===== src/rtl/v810_exc_seq_pkg.sv =====
// V810 exception sequencer shared types.
// PSW/ECR layouts, sysreg selects, vectors.
package v810_exc_seq_pkg;

    typedef struct packed {
        logic [11:0] rsv;
        logic [3:0]  i;
        logic        np;
        logic        ep;
        logic        ae;
        logic        id;
        logic [11:0] flags;
    } psw_t;

    typedef struct packed {
        logic [15:0] fecc;
        logic [15:0] eicc;
    } ecr_t;

    localparam logic [4:0] SRSEL_EIPC  = 5'd0;
    localparam logic [4:0] SRSEL_EIPSW = 5'd1;
    localparam logic [4:0] SRSEL_FEPC  = 5'd2;
    localparam logic [4:0] SRSEL_FEPSW = 5'd3;
    localparam logic [4:0] SRSEL_ECR   = 5'd4;
    localparam logic [4:0] SRSEL_PSW   = 5'd5;

    typedef enum logic [2:0] {
        ST_IDLE,
        ST_SAVE_PC,
        ST_SAVE_PSW,
        ST_REDIR,
        ST_RETI_PC,
        ST_RETI_PSW,
        ST_FATAL
    } EXC_STATE_t;

    typedef enum logic [1:0] {
        REQ_NONE,
        REQ_EXC,
        REQ_RETI,
        REQ_INT
    } req_kind_t;

    localparam logic [15:0] INT_CODE_BASE = 16'hFE00;
    localparam logic [31:0] VEC_BASE      = 32'hFFFF0000;
    localparam logic [31:0] VEC_DUPLEX    = 32'hFFFFFFD0;

    function automatic logic [15:0] int_code(
        input logic [3:0] lvl
    );
        return INT_CODE_BASE | {8'h00, lvl, 4'h0};
    endfunction

    function automatic logic [3:0] int_next_level(
        input logic [3:0] lvl
    );
        return (lvl == 4'hF) ? 4'hF : lvl + 4'd1;
    endfunction

    function automatic logic [31:0] vec_target(
        input logic [15:0] code
    );
        return VEC_BASE | {16'h0000, code[15:4], 4'h0};
    endfunction

endpackage


===== src/rtl/v810_int_accept.sv =====
// V810 request arbiter: interrupt mask/level
// compare and EXC > RETI > INT priority pick.
module v810_int_accept
    import v810_exc_seq_pkg::*;
(
    input  logic       exc_req,
    input  logic       reti_req,
    input  logic       int_req,
    input  logic [3:0] int_level,
    input  logic       psw_np,
    input  logic       psw_ep,
    input  logic       psw_id,
    input  logic [3:0] psw_i,
    output req_kind_t  kind
);

    logic int_ok;

    assign int_ok = int_req & ~psw_np & ~psw_ep
                  & ~psw_id & (int_level >= psw_i);

    // Mutually exclusive priority terms
    always_comb begin
        kind = REQ_NONE;
        unique case (1'b1)
            exc_req:
                kind = REQ_EXC;
            (~exc_req & reti_req):
                kind = REQ_RETI;
            (~exc_req & ~reti_req & int_ok):
                kind = REQ_INT;
            default:
                kind = REQ_NONE;
        endcase
    end

endmodule


===== src/rtl/v810_exc_seq.sv =====
// V810 exception/interrupt/RETI sequencer.
// Saves context, updates PSW/ECR, redirects fetch.
module v810_exc_seq
    import v810_exc_seq_pkg::*;
#(
    parameter bit FATAL_HALT = 1'b1
)
(
    input  logic        CLK,
    input  logic        RESn,
    input  logic        CE,
    input  logic        EXC_REQ,
    input  logic [15:0] EXC_CODE,
    input  logic [31:0] EXC_PC,
    input  logic        INT_REQ,
    input  logic [3:0]  INT_LEVEL,
    input  logic [31:0] INT_PC,
    input  logic        RETI_REQ,
    output logic        EXC_ACK,
    output logic        STALL,
    input  psw_t        PSW,
    output logic [4:0]  SR_RA,
    input  logic [31:0] SR_RD,
    output logic [4:0]  SR_WA,
    output logic [31:0] SR_WD,
    output logic        SR_WE,
    output psw_t        PSW_SET,
    output psw_t        PSW_RESET,
    output logic [15:0] ECR_CC,
    output logic        ECR_SET_EICC,
    output logic        ECR_SET_FECC,
    output logic        BR_REQ,
    output logic [31:0] BR_TGT,
    input  logic        BR_ACK,
    output logic        FATAL
);

    EXC_STATE_t  state;
    req_kind_t   kind;

    logic        ack_r;
    logic        stall_r;
    logic [4:0]  ra_r;
    logic [4:0]  wa_r;
    logic [31:0] wd_r;
    logic        we_r;
    psw_t        set_r;
    psw_t        rst_r;
    logic [15:0] cc_r;
    logic        eicc_r;
    logic        fecc_r;
    logic        brq_r;
    logic [31:0] tgt_r;
    logic        fatal_r;
    logic [15:0] code_r;
    logic        dup_r;
    logic        int_r;
    logic [3:0]  lvl_r;
    logic        np_r;

    v810_int_accept u_accept (
        .exc_req   (EXC_REQ),
        .reti_req  (RETI_REQ),
        .int_req   (INT_REQ),
        .int_level (INT_LEVEL),
        .psw_np    (PSW.np),
        .psw_ep    (PSW.ep),
        .psw_id    (PSW.id),
        .psw_i     (PSW.i),
        .kind      (kind)
    );

    assign EXC_ACK      = ack_r;
    assign STALL        = stall_r;
    assign SR_RA        = ra_r;
    assign SR_WA        = wa_r;
    assign SR_WD        = (state == ST_RETI_PSW)
                        ? SR_RD : wd_r;
    assign SR_WE        = we_r & CE;
    assign PSW_SET      = CE ? set_r : '0;
    assign PSW_RESET    = CE ? rst_r : '0;
    assign ECR_CC       = cc_r;
    assign ECR_SET_EICC = eicc_r & CE;
    assign ECR_SET_FECC = fecc_r & CE;
    assign BR_REQ       = brq_r;
    assign BR_TGT       = tgt_r;
    assign FATAL        = fatal_r;

    // Sequencer FSM; outputs registered for the state being entered
    always_ff @(posedge CLK or negedge RESn) begin
        if (!RESn) begin
            state   <= ST_IDLE;
            ack_r   <= 1'b0;
            stall_r <= 1'b0;
            ra_r    <= '0;
            wa_r    <= '0;
            wd_r    <= '0;
            we_r    <= 1'b0;
            set_r   <= '0;
            rst_r   <= '0;
            cc_r    <= '0;
            eicc_r  <= 1'b0;
            fecc_r  <= 1'b0;
            brq_r   <= 1'b0;
            tgt_r   <= '0;
            fatal_r <= 1'b0;
            code_r  <= '0;
            dup_r   <= 1'b0;
            int_r   <= 1'b0;
            lvl_r   <= '0;
            np_r    <= 1'b0;
        end else if (CE) begin
            ack_r  <= 1'b0;
            we_r   <= 1'b0;
            set_r  <= '0;
            rst_r  <= '0;
            cc_r   <= '0;
            eicc_r <= 1'b0;
            fecc_r <= 1'b0;
            unique case (state)
                ST_IDLE: begin
                    unique case (kind)
                        REQ_EXC: begin
                            ack_r   <= 1'b1;
                            stall_r <= 1'b1;
                            code_r  <= EXC_CODE;
                            int_r   <= 1'b0;
                            dup_r   <= PSW.np | PSW.ep;
                            if (PSW.np && FATAL_HALT) begin
                                fatal_r <= 1'b1;
                                state   <= ST_FATAL;
                            end else begin
                                we_r  <= 1'b1;
                                wa_r  <= (PSW.np | PSW.ep)
                                       ? SRSEL_FEPC
                                       : SRSEL_EIPC;
                                wd_r  <= EXC_PC;
                                state <= ST_SAVE_PC;
                            end
                        end
                        REQ_INT: begin
                            ack_r   <= 1'b1;
                            stall_r <= 1'b1;
                            code_r  <= int_code(INT_LEVEL);
                            lvl_r   <= INT_LEVEL;
                            int_r   <= 1'b1;
                            dup_r   <= 1'b0;
                            we_r    <= 1'b1;
                            wa_r    <= SRSEL_EIPC;
                            wd_r    <= INT_PC;
                            state   <= ST_SAVE_PC;
                        end
                        REQ_RETI: begin
                            ack_r   <= 1'b1;
                            stall_r <= 1'b1;
                            np_r    <= PSW.np;
                            ra_r    <= PSW.np ? SRSEL_FEPC
                                              : SRSEL_EIPC;
                            state   <= ST_RETI_PC;
                        end
                        default: ;
                    endcase
                end
                ST_SAVE_PC: begin
                    we_r     <= 1'b1;
                    wa_r     <= dup_r ? SRSEL_FEPSW
                                      : SRSEL_EIPSW;
                    wd_r     <= PSW;
                    cc_r     <= code_r;
                    eicc_r   <= ~dup_r;
                    fecc_r   <= dup_r;
                    set_r.np <= dup_r;
                    set_r.ep <= ~dup_r;
                    set_r.id <= 1'b1;
                    rst_r.ae <= 1'b1;
                    if (int_r) begin
                        set_r.i <= int_next_level(lvl_r);
                        rst_r.i <= 4'hF;
                    end
                    state    <= ST_SAVE_PSW;
                end
                ST_SAVE_PSW: begin
                    wa_r  <= '0;
                    wd_r  <= '0;
                    brq_r <= 1'b1;
                    tgt_r <= dup_r ? VEC_DUPLEX
                                   : vec_target(code_r);
                    state <= ST_REDIR;
                end
                ST_RETI_PC: begin
                    tgt_r <= SR_RD & ~32'h1;
                    ra_r  <= np_r ? SRSEL_FEPSW
                                  : SRSEL_EIPSW;
                    we_r  <= 1'b1;
                    wa_r  <= SRSEL_PSW;
                    state <= ST_RETI_PSW;
                end
                ST_RETI_PSW: begin
                    ra_r  <= '0;
                    wa_r  <= '0;
                    brq_r <= 1'b1;
                    state <= ST_REDIR;
                end
                ST_REDIR: begin
                    if (BR_ACK) begin
                        brq_r   <= 1'b0;
                        stall_r <= 1'b0;
                        state   <= ST_IDLE;
                    end
                end
                ST_FATAL: begin
                    fatal_r <= 1'b1;
                    stall_r <= 1'b1;
                end
                default: state <= ST_IDLE;
            endcase
        end
    end

endmodule


===== config.mk =====
export PLATFORM = sky130hd
export DESIGN_NAME = v810_exc_seq
export DESIGN_NICKNAME = d
export VERILOG_FILES = /design/src/rtl/v810_exc_seq_pkg.sv /design/src/rtl/v810_int_accept.sv /design/src/rtl/v810_exc_seq.sv
export SDC_FILE = /design/constraint.sdc
export NUM_CORES = 1
export LEC_CHECK = 0
export BUFFER_PORTS_ARGS = -buffer_cell sky130_fd_sc_hd__buf_2
export CAP_MARGIN = 0
export CORE_AREA = 2 2 123 125
export CTS_CLUSTER_SIZE = 28
export DETAILED_ROUTE_END_ITERATION = 12
export DIE_AREA = 0 0 125 127
export PLACE_DENSITY_LB_ADDON = 0.08
export RECOVER_POWER = 50
export SLEW_MARGIN = 20
export SYNTH_ARGS = -nofsm -noshare
export SYNTH_HDL_FRONTEND = slang
export SYNTH_SLANG_ARGS = --single-unit

===== constraint.sdc =====
create_clock -name CLK -period 5.2 [get_ports CLK]
set_input_delay 0.52 -clock CLK [delete_from_list [all_inputs] [get_ports CLK]]
set_output_delay 0.52 -clock CLK [all_outputs]
set_load 0.02 [all_outputs]

---- Word level (Yosys, flattened, before mapping) ----
Cells that the tools add are included.
word-level totals
  output and inout port bits .............. 161
  word-level logic and storage cells ...... 130
  bits of input ports ..................... 155
  register bits ........................... 134
cells by class
  bitwise logic cells ..................... 18
  eq/ne operators ......................... 18
  add/sub/neg operators ................... 1
  reductions and logical operators ........ 23
  $lt $le $gt $ge ......................... 1
  muxes and demuxes ....................... 46
operators by type and width
  kind                  count
  $pmux W32 S2          2
  $pmux W32 S3          1
  $mux W32              2
  $mux W20              2
  $mux W16              2
  $pmux W16 S2          1
  $pmux W5 S4           1
  $reduce_and A4 Y1     5
  $pmux W3 S6           1
  $mux W4               4
  $pmux W5 S3           1
  $reduce_and A3 Y1     5
  $pmux W1 S2           6
  $and A1 B1 Y1         10
  $mux W1               10
  $mux W5               2
  $pmux W5 S2           1
  $eq A3 B3 Y1 const B  3
  $pmux W3 S3           1
  $reduce_bool A3 Y1    3
  $mux W2               4
  $ne A2 B2 Y1 const B  4
  $reduce_bool A2 Y1    4
  $not A1 Y1            7
  21 further kinds      25

---- Logic depth before layout (Yosys ltp) ----
  depth in word-level cells ............... 11
  depth in mapped cells ................... 9
  depth with buffers taken out ............ 7

---- Cells and area by module ----
Synthesis repeated with hierarchy kept, for this count alone.
unflattened totals
  cell total of the unflattened synthesis .. 803
  area total of the unflattened synthesis .. 7026.7 um^2
by module, submodules not included
  module           sequential area each (um^2)  area an instance (um^2)  cells each  instances
  v810_exc_seq     3078.0                       6899.1                   786         1
  v810_int_accept  0.0                          127.6                    17          1

---- Least setup slack after synthesis ----
Ideal clock, no wire load.
  path type ............................... input to register
  start point ............................. input INT_LEVEL[0]
  end point ............................... register wd_r[10]
  data required time ...................... 5074 ps
  setup time .............................. 126 ps
  path buffers ............................ 2
  data arrival time ....................... 2405 ps
  cell stages on the path ................. 9
  slack ................................... 2669 ps
  path through ............................ inv_1 ha_1 nand2b_4 a2111o_1 and3_1 buf_6 buf_12 mux2_4 a221o_1
on the way
  cells in the longest elaborated chain, start to end .. 7
ends and longest elaborated chain
  what                                               RTL line               source
  from (decl)                                        v810_exc_seq.sv:16     input logic [3:0] INT_LEVEL,
  $ge A4 B4 Y1 (*)                                   v810_int_accept.sv:20  & ~psw_id & (int_level >= psw_i);
  $and A1 B1 Y1 (*)                                  v810_int_accept.sv:20
  $and A1 B1 Y1 (*)                                  v810_int_accept.sv:30  (~exc_req & ~reti_req & int_ok):
  $pmux W2 S3 (*)                                    v810_int_accept.sv:25  unique case (1'b1)
  $eq A2 B2 Y1 or $eq A2 B1 Y1 (tied branches)       v810_exc_seq.sv:122    unique case (kind)
  $pmux W32 S2, or another cell as far along         v810_exc_seq.sv:122
  $pmux W32 S3 or $reduce_and A4 Y1 (tied branches)  n/a
  to (signal assigned)                               v810_exc_seq.sv:137    wd_r <= EXC_PC;
  to (signal assigned)                               v810_exc_seq.sv:150    wd_r <= INT_PC;
  to (signal assigned)                               v810_exc_seq.sv:168    wd_r <= PSW;
  to (decl)                                          v810_exc_seq.sv:45     logic [31:0] wd_r;
Every way passes the cells marked *; elsewhere a longest branch is shown, timed or not.
A chain may end at the register's enable or synchronous reset.

==> metrics.md <==
| Metric | Value |
|---|---|
| Vias | `6067` |
| Crit path capture type | `output port` |
| Setup violations, final | `0` |
| DRT iter0 DRCs | `401` |
| Reg2Reg Setup Slack | `2360 ps` |
| R2R depth | `4` |
| Gr ovfl total | `0` |
| Fillers | `1290` |
| Asr flop ratio synth | `100%` |
| Seq/Total Area, Yosys | `43.7%` |
| Final Critical Period | `3930 ps` |
| Final WL | `20.6 mm` |
| Rows | `44` |
| Largest fanout on the critical path | `39` |
| Std-Cell Core Area | `approximately 14000 um^2` |
| Residual DRC | `0` |
| Die Height | `127 um` |
| Initial antenna violation count | `0` |
| First-pass DRT Iterations | `6` |
| CP arrival | `3410 ps` |
| Detailed-route wire length per cell | `18.5 um` |
| Syn_area_per_cell | `10.3 um^2` |
| GPL Wtd Cong | `between 0.8 and 0.9` |
| Number of global-route vias before repair | `5994` |
| Setup TNS | `0 ps` |
| ANT cells | `0` |
| Post-placement worst setup slack | `~1800 ps` |
| Max-cap viol count | `2` |
| Critical path data required time | `around 4700 ps` |
| Number of synthesized flops with an enable pin | `0` |
| Critical path class | `input pin to output port` |
| Pin count of the biggest net entering global routing | `85` |
| Root Driver | `clkbuf_16` |
| Pwr Density | `573 nW/um^2` |
| Die area | `15900 um^2` |
| Worst Skew | `slightly above 8 ps` |
| Top-count cell post-synth | `dfrtp_1` |
| Area Growth Syn to Fin | `23.2%` |
| Path type of the worst min-delay path | `input pin to async pin` |
| Num CTS Buffers | `17` |
| Final period util | `75.6%` |
| Slew HR | `-49.7%` |
| Unrepaired setup endpoints after global routing | `false` |
| PortBufs | `257` |
| Routed Antenna Nets | `0` |
| Failing checks | `max-capacitance violations, max-slew violations` |
| Final Worst Setup Slack | `1270 ps` |
| Die X | `125 um` |
| Global Route Usage Sum | `24.8%` |
| Ys flop type | `dfrtp_1` |
| Hold Violations, Final | `0` |
| Cts hold-fix bufs | `0` |
| Worst-Margin Slew | `2250 ps` |
| Synth area leader | `dfrtp_1` |
| Pleak | `4.40 nW` |
| FF+latch count, synth | `123` |
| Max Slew Vio Count | `81` |
| Hpwl dp | `~15 mm` |
| Insertion delay to the later sink of the worst-skew pair | `between 400 and 500 ps` |
| Ports | `316` |
| Max Fclk | `~250 MHz` |
| Clk slew on worst S/H paths | `60 ps` |
| Fraction of layout cells with a size suffix above 1 | `35.4%` |
| Largest cells by area after synthesis | `dfrtp_1 (44%), mux2_2 (7.7%), buf_4 (6.9%)` |
| Status | `complete, but fails checks` |
| Post-CTS setup buffers | `0` |
| Critical Path Source Type | `input pin` |
| H-tree depth | `4` |
| Vias/cell | `5.46` |
| Initial Util | `around half` |
| Yosys top cell area share | `a little over two fifths` |
| CTS sink cnt | `123` |
| Distinct cells, synth | `48` |
| Post_cts resized | `0` |
| Most frequent cells after synthesis | `dfrtp_1 (123), buf_4 (65), inv_1 (51), nand2_1 (50), mux2_2 (48)` |
| Synth Warn # | `0` |
| CTS Buffer Depth | `2` |
| Synthesized area | `7040 um^2` |
| Nets | `between 1000 and 1500` |
| First-pass GRT wire length | `31.3 mm` |
| CTS tree | `done` |
| Post-synthesis cell count | `687` |
| Peak supply drop | `231 uV` |
-- final cells by class --
| type | count | area (um^2) | area share, % |
|---|---|---|---|
| repair buffers | 262 | 1260 | 14.5 |
| clock buffers | 17 | 425 | 4.90 |
| multi-input cells | 459 | 3290 | 37.9 |
| flip-flops and latches | 123 | 3080 | 35.5 |
| clock inverters | 15 | 199 | 2.29 |
| inverters | 51 | 191 | 2.21 |
| well taps | 184 | 230 | 2.65 |
-- layer usage --
metal	wire length, um	part of all wire (%)	up-vias	GRT usage, %
met1	8650	42	2946	32.2
met3	1540	7.5	41	6.16
met2	9880	48	288	40.5
met4	500	2.4	0	9.08
li1	-	-	2792	-
met5	0	0	-	0
-- through the flow --
step | hold WS (ps) | area [um^2] | power [mW] | instances | utilization, %
after floorplan | 224 | 7260 | 3.07 | 744 | -
after global placement | 458 | 8120 | 3.70 | 1079 | 56.3
after CTS | 323 | 8740 | 5.02 | 1111 | 60.6
after global routing | 227 | 8680 | 5.25 | 1111 | 60.2
final | 170 | 8680 | 4.97 | 1111 | 60.2
after detailed placement | 467 | 8120 | 3.76 | 1079 | 56.3
-- worst paths after layout --
check                                endpoint       from
worst min-delay path                ECR_CC[9]       RESn
worst max register to register     BR_TGT[29]   state[1]
min in group CLK                   BR_TGT[19]  SR_RD[19]
worst min register to register       SR_RA[0]   SR_RA[0]
max in group asynchronous           set_r[14]       RESn
worst max-delay path            PSW_RESET[18]         CE
-- critical path, cell delays in order --
cell and delay, ps:
clkbuf_1 1230, inv_1 1030, nor2_1 390, buf_2 210
-- power by group --
part,internal [mW],switching [mW]
registers,1.33,0.284
clock network,0.801,0.448
logic,0.783,1.32
-- layout by cell type (no fill, tap or decap), drive strengths merged, types with 19 or more instances in the layout --
cell type  netlist  final
o2bb2ai         19     19
buf             75    210
a221o           32     32
nand2           50     50
o21ai           24     24
nor4            32     32
a21oi           20     20
dfrtp          123    123
clkbuf          36     69
conb             1     58
nor2            44     44
inv             51     52
mux2            76     76
-- sequential cells by signal, summed over array words and instances (netlist names), 2 cells and up --
register and flops:
ECR_CC 16, rst_r 2, SR_RA 2, state 3, wd_r 32, BR_TGT 31, set_r 6, lvl_r 4
SR_WA 3, code_r 16
-- kinds of logic (layout without fill, tap and decap cells) --
family	count (synthesis)	in the layout	synth area share, %
AND/OR/NAND/NOR	166	166	11.5
buffers and inverters	162	345	13.0
AO/OA/AOI/OAI	143	143	15.7
flip-flops	123	123	43.7
multiplexers	86	86	15.1
adder cells (fa/ha/maj)	5	5	0.888
other	1	58	0.0533
XOR/XNOR	1	1	0.124
(Power assumes the default switching activity.)
